File: src/rtl/shift_pkg.sv
// Shared definitions for the shift engines: default widths, op codes and the
// sequencer state encoding.
package shift_pkg;

   localparam int DEFAULT_WIDTH = 16;
   localparam int DEFAULT_SHW   = 4;

   localparam logic [2:0] OP_SLL = 3'd0;
   localparam logic [2:0] OP_SRL = 3'd1;
   localparam logic [2:0] OP_SRA = 3'd2;
   localparam logic [2:0] OP_ROL = 3'd3;
   localparam logic [2:0] OP_ROR = 3'd4;

   typedef enum logic [1:0] {
      IDLE  = 2'd0,
      SHIFT = 2'd1,
      DONE  = 2'd2
   } state_t;

   // Codes above OP_ROR are reserved and reported as errors.
   function automatic logic op_is_legal(input logic [2:0] op);
      return op <= OP_ROR;
   endfunction

endpackage

File: src/rtl/shift_sequencer_if.sv
// Command/result handshake bundle between a requester (master) and the
// shift sequencer (slave).
interface shift_sequencer_if
   import shift_pkg::*;
#(
   parameter int WIDTH = DEFAULT_WIDTH,
   parameter int SHW   = DEFAULT_SHW
);

   logic             in_valid;
   logic             in_ready;
   logic [WIDTH-1:0] in_data;
   logic [SHW-1:0]   in_shamt;
   logic [2:0]       in_op;
   logic             out_valid;
   logic             out_ready;
   logic [WIDTH-1:0] out_data;
   logic             out_err;

   modport master (
      output in_valid, in_data, in_shamt, in_op, out_ready,
      input  in_ready, out_valid, out_data, out_err
   );

   modport slave (
      input  in_valid, in_data, in_shamt, in_op, out_ready,
      output in_ready, out_valid, out_data, out_err
   );

endinterface

File: src/rtl/shift_step.sv
// Combinational single step of a shift/rotate: moves the word by 1 or 4
// positions according to the op code; illegal codes pass data through.
module shift_step
   import shift_pkg::*;
#(
   parameter int WIDTH = DEFAULT_WIDTH
) (
   input  logic [WIDTH-1:0] data,
   input  logic [2:0]       op,
   input  logic             step_four,
   output logic [WIDTH-1:0] next_data
);

   logic [2:0] amt;

   assign amt = step_four ? 3'd4 : 3'd1;

   always_comb begin
      next_data = data;
      case (op)
         OP_SLL:  next_data = data << amt;
         OP_SRL:  next_data = data >> amt;
         OP_SRA:  next_data = $unsigned($signed(data) >>> amt);
         OP_ROL:  next_data = (data << amt) | (data >> (WIDTH - int'(amt)));
         OP_ROR:  next_data = (data >> amt) | (data << (WIDTH - int'(amt)));
         default: next_data = data;
      endcase
   end

endmodule

File: src/rtl/shift_sequencer.sv
// Multi-cycle handshaked shift engine, one step per cycle.
// Define SHIFT_SEQ_FAST_EN to step by 4 positions while at least 4 remain.
module shift_sequencer
   import shift_pkg::*;
#(
   parameter int WIDTH = DEFAULT_WIDTH,
   parameter int SHW   = DEFAULT_SHW
) (
   input  logic             clk,
   input  logic             rst,
   shift_sequencer_if.slave bus
);

   state_t           state_q;
   state_t           next_state;
   logic [WIDTH-1:0] data_q;
   logic [WIDTH-1:0] step_data;
   logic [2:0]       op_q;
   logic [SHW-1:0]   count_q;
   logic [SHW-1:0]   step_amt;
   logic             err_q;
   logic             step_four;
   logic             in_ready;
   logic             out_valid;

`ifdef SHIFT_SEQ_FAST_EN
   assign step_four = (count_q >= SHW'(4));
`else
   assign step_four = 1'b0;
`endif

   assign step_amt = step_four ? SHW'(4) : SHW'(1);

   shift_step #(.WIDTH(WIDTH)) u_step (
      .data      (data_q),
      .op        (op_q),
      .step_four (step_four),
      .next_data (step_data)
   );

   always_ff @(posedge clk) begin
      if (rst) state_q <= IDLE;
      else     state_q <= next_state;
   end

   // The final step lands exactly on zero remaining, so DONE follows it.
   always_comb begin
      next_state = state_q;
      in_ready   = 1'b0;
      out_valid  = 1'b0;
      case (state_q)
         IDLE: begin
            in_ready = 1'b1;
            if (bus.in_valid) begin
               if (bus.in_shamt == '0 || !op_is_legal(bus.in_op)) next_state = DONE;
               else                                               next_state = SHIFT;
            end
         end
         SHIFT: begin
            if (count_q == step_amt) next_state = DONE;
         end
         DONE: begin
            out_valid = 1'b1;
            if (bus.out_ready) next_state = IDLE;
         end
         default: next_state = IDLE;
      endcase
   end

   always_ff @(posedge clk) begin
      if (rst) begin
         data_q  <= '0;
         op_q    <= OP_SLL;
         count_q <= '0;
         err_q   <= 1'b0;
      end else begin
         case (state_q)
            IDLE: begin
               if (bus.in_valid) begin
                  data_q  <= bus.in_data;
                  op_q    <= bus.in_op;
                  count_q <= bus.in_shamt;
                  err_q   <= !op_is_legal(bus.in_op);
               end
            end
            SHIFT: begin
               data_q  <= step_data;
               count_q <= count_q - step_amt;
            end
            default: ;
         endcase
      end
   end

   assign bus.in_ready  = in_ready;
   assign bus.out_valid = out_valid;
   assign bus.out_data  = data_q;
   assign bus.out_err   = err_q;

endmodule

File: src/flat_wrapper.sv
// flat-port wrapper written by rule: the top's interface ports become plain ports
module shift_sequencer_flat import shift_pkg::*;
#(
   parameter int WIDTH = DEFAULT_WIDTH,
   parameter int SHW   = DEFAULT_SHW
)
  (clk, rst, bus_in_valid, bus_in_data, bus_in_shamt, bus_in_op, bus_out_ready, bus_in_ready, bus_out_valid, bus_out_data, bus_out_err);
  shift_sequencer_if #(.WIDTH(WIDTH), .SHW(SHW)) bus_i ();
  input  logic clk;
  input  logic rst;
  input wire logic [$bits(bus_i.in_valid)-1:0] bus_in_valid;
  input wire logic [$bits(bus_i.in_data)-1:0] bus_in_data;
  input wire logic [$bits(bus_i.in_shamt)-1:0] bus_in_shamt;
  input wire logic [$bits(bus_i.in_op)-1:0] bus_in_op;
  input wire logic [$bits(bus_i.out_ready)-1:0] bus_out_ready;
  output wire logic [$bits(bus_i.in_ready)-1:0] bus_in_ready;
  output wire logic [$bits(bus_i.out_valid)-1:0] bus_out_valid;
  output wire logic [$bits(bus_i.out_data)-1:0] bus_out_data;
  output wire logic [$bits(bus_i.out_err)-1:0] bus_out_err;
  assign bus_i.in_valid = bus_in_valid;
  assign bus_i.in_data = bus_in_data;
  assign bus_i.in_shamt = bus_in_shamt;
  assign bus_i.in_op = bus_in_op;
  assign bus_i.out_ready = bus_out_ready;
  assign bus_in_ready = bus_i.in_ready;
  assign bus_out_valid = bus_i.out_valid;
  assign bus_out_data = bus_i.out_data;
  assign bus_out_err = bus_i.out_err;
  shift_sequencer #(.WIDTH(WIDTH), .SHW(SHW)) u_core (.clk(clk), .rst(rst), .bus(bus_i));
endmodule
File: config.mk
export PLATFORM = sky130hd
export DESIGN_NAME = shift_sequencer_flat
export DESIGN_NICKNAME = d
export VERILOG_FILES = /design/src/rtl/shift_pkg.sv /design/src/rtl/shift_sequencer_if.sv /design/src/rtl/shift_step.sv /design/src/rtl/shift_sequencer.sv /design/src/flat_wrapper.sv
export SDC_FILE = /design/constraint.sdc
export NUM_CORES = 1
export LEC_CHECK = 0
export ABC_AREA = 1
export CAP_MARGIN = 40
export CORE_ASPECT_RATIO = 1.5
export CORE_MARGIN = 10
export CORE_UTILIZATION = 48
export CTS_CLUSTER_SIZE = 14
export DETAILED_ROUTE_END_ITERATION = 8
export MAX_ROUTING_LAYER = met4
export PLACE_DENSITY = 0.88
export RECOVER_POWER = 25
export SLEW_MARGIN = 30
export SYNTH_ARGS = -nofsm -noshare
export SYNTH_HDL_FRONTEND = slang
export SYNTH_SLANG_ARGS = --single-unit
File: constraint.sdc
create_clock -name clk -period 1.75 [get_ports clk]
set_input_delay 0.35 -clock clk [delete_from_list [all_inputs] [get_ports clk]]
set_output_delay 0.35 -clock clk [all_outputs]
set_load 0.1 [all_outputs]
==> flow_summary.json <==
{
  "outcome": "complete, no violations",
  "synth_area_um2": 1630,
  "antenna_cells": 0,
  "seqPwrFrac_pct": 27.2,
  "insertion_delay_ns": 0.27,
  "arrival_ns": 1.17,
  "synth_nets": 272,
  "synth_compound_area_share_pct": 15.9,
  "ios": 46,
  "routed_wl_um": 4560,
  "htree_levels": 1,
  "period_share_pct": 86.9,
  "die-area_um2": 6170,
  "critPathCaptureType": "primary output",
  "grt-ovfl-total": 0,
  "synth-xor-area-share_pct": 0.538,
  "clk_pin_slew_ns": 0.10,
  "p_clk_share_pct": 16.0,
  "skew_ns": 0.00464,
  "power_switching_mw": 1.57,
  "yosysTopAreaCell": "dfxtp_1",
  "cts_tree": "done",
  "yosysSeqAreaShare_pct": 32.0,
  "hold_path.class": "reg2reg",
  "grt_antenna_before_repair": 0,
  "synth_cell_types": 26,
  "ant_nets": 0,
  "clockBufferDepth": 2,
  "post-route-util_pct": 69.4,
  "setup_tns_ns": 0,
  "slowest_stage": "dfxtp_1",
  "clock-sinks": 26,
  "synth_top_family_by_area": "simple AND/OR/NAND/NOR gates",
  "grt_pass1_vias": 1815,
  "intPower_mw": 1.58,
  "drc": 0,
  "min_period_ns": 1.52,
  "drtIter0Drc": 74,
  "vias_per_cell": 5.38,
  "synth_ff_type": "dfxtp_1",
  "synth_top_area_share_pct": 32.0,
  "syn2layout_area_growth_pct": 37.3,
  "rsz0062_at_grt": "no",
  "criticalPathCategory": "reg2out",
  "synth.avg_cell_area_um2": 6.70,
  "drt_first_pass_iters": 4,
  "cts_inserted_buffers": 3,
  "maxCapViolations": 0,
  "vdd_ir_drop_max_uv": 916,
  "root_buffer": "clkbuf_8",
  "fp.dieW_um": 67.6,
  "ctsResizeCount": 0,
  "post-cts-setup-buffer-count": 0,
  "setup_violations": 0,
  "routabilityCongestion": 0.795,
  "finish.net_count": 315,
  "hold_viol": 0,
  "synth_adder_area_share_pct": 1.54,
  "fp-row-count": 25,
  "async_flop_share_pct": 0,
  "layout_setup_ws_ns": 0.229,
  "crit_path_max_incr_delay_ns": 0.40,
  "pwr-share-comb_pct": 56.8,
  "required_ns": 1.40,
  "dr_total_vias": 1750,
  "swShare_pct": 49.9,
  "grt_util_all_layers_pct": 15.7,
  "drive_above_1_share_pct": 19.6,
  "synth_common_cells": "56 x nand2_1, 35 x nand3_1, 35 x nor2_1",
  "yosysWarnings": 0,
  "path_cells": "inv_1 > nor2_2 > buf_12",
  "fillers": 235,
  "multiInputGateArea_um2": 952,
  "syn_inst": 243,
  "grt_pass1_wl_um": 7850,
  "max_freq_mhz": 657,
  "initial_utilization_pct": 50.6,
  "worst_slew_pin_slew_ns": 0.559,
  "yosysMostFrequentCell": "nand2_1",
  "slew-limit-headroom_pct": 62.9,
  "critPathLaunchType": "flip-flop",
  "slew_violations": 0,
  "synth-simple-area-share_pct": 40.3,
  "preCtsSetupSlack_ns": 0.0683,
  "power_density_nw_per_um2": 1410,
  "p_leak_nw": 0.887,
  "wl_per_cell_um": 14.0,
  "crit_path_max_fanout": 3,
  "core_area_um2": 3220,
  "hold_ws_ns": 0.481,
  "synthTopCellsByArea": "dfxtp_1 32%, nand2_1 13%, nand3_1 11%, nor2_1 8.1%, a21oi_2 5.9%",
  "muxShareOfSynthArea_pct": 0,
  "layout.area.seq_um2": 520,
  "fp.dieH_um": 91.4,
  "ctsHoldBuffers": 0,
  "grt_start_max_net_pins": 31,
  "hpwl_um": 3520,
  "port-buffer-count": 45,
  "synth_seq_cells": 26,
  "synth_edf_count": 0
}
metrics by stage:
stage | power, mW | area (um2) | std cells
2_1_floorplan | 2.18 | 1630 | 243
3_3_place_gp | 2.76 | 2300 | 321
3_5_place_dp | 2.80 | 2300 | 321
4_1_cts | 3.31 | 2370 | 325
5_1_grt | 3.33 | 2240 | 325
6_report | 3.15 | 2240 | 325
area by class of cell:
type,count,area share (%)
clock buffer,3,1.85
timing repair buffer,50,25.4
multi-input combinational,185,42.6
tap,40,2.24
inverter,20,3.36
clock inverter,1,1.34
sequential,26,23.3
critical path, delay by kind of cell (launching register included):
kind	cells	cell delay [ns]
buf+inv	2	0.31
flops	1	0.40
simple gates	1	0.18
flip-flops by register name (all words and copies together) (netlist names):
register             flops
u_core.bus.out_data     16
u_core.count_q           4
u_core.op_q              3
u_core.state_q           2
u_core.bus.out_err       1
placed cells by master, fill, tap and decap left out, types with 4 or more instances in the layout:
cell type / instances
clkdlybuf4s50_1: 25
o21ai_0: 10
a21oi_2: 11
nand2_1: 56
nand3_1: 35
a21oi_1: 13
clkbuf_2: 9
inv_1: 16
buf_12: 12
nor2_1: 34
inv_2: 4
dfxtp_1: 26
worst paths after layout:
path                                                      from                                   to  slack (ns)  cells after the start
worst max-delay path            u_core.state_q[1]$_SDFFE_PP0P_                        bus_out_valid        0.23                      3
worst min-delay path            u_core.count_q[3]$_SDFFE_PP0P_       u_core.count_q[3]$_SDFFE_PP0P_        0.48                      2
worst max register to register  u_core.state_q[0]$_SDFFE_PP0P_  u_core.bus.out_data[9]$_SDFFE_PP0P_        0.23                      7
worst min register to register  u_core.count_q[3]$_SDFFE_PP0P_       u_core.count_q[3]$_SDFFE_PP0P_        0.48                      2
power groups by stage:
stage	logic, mW	clock network (mW)	registers [mW]
final	1.79	0.503	0.856
after global routing	1.92	0.535	0.875
after CTS	1.92	0.511	0.877
after detailed placement	1.91	0	0.891
after global placement	1.87	0	0.887
after floorplan	0.800	0	1.38
logic make-up after synthesis:
family | count (synthesis)
XOR/XNOR | 1
adder cells (fa/ha/maj) | 2
buffers and inverters | 32
AND/OR/NAND/NOR | 141
AO/OA/AOI/OAI | 41
flip-flops | 26
routing by layer:
| metal | global-route usage, % | part of all wire (%) | vias to the layer above |
|---|---|---|---|
| met5 | - | 0 | - |
| met4 | 6.87 | 2.2 | 0 |
| met3 | 3.32 | 6.6 | 12 |
| met2 | 26.4 | 54 | 61 |
| met1 | 16.9 | 37 | 799 |
| li1 | - | - | 878 |
Power figures use the tool's default switching activity.
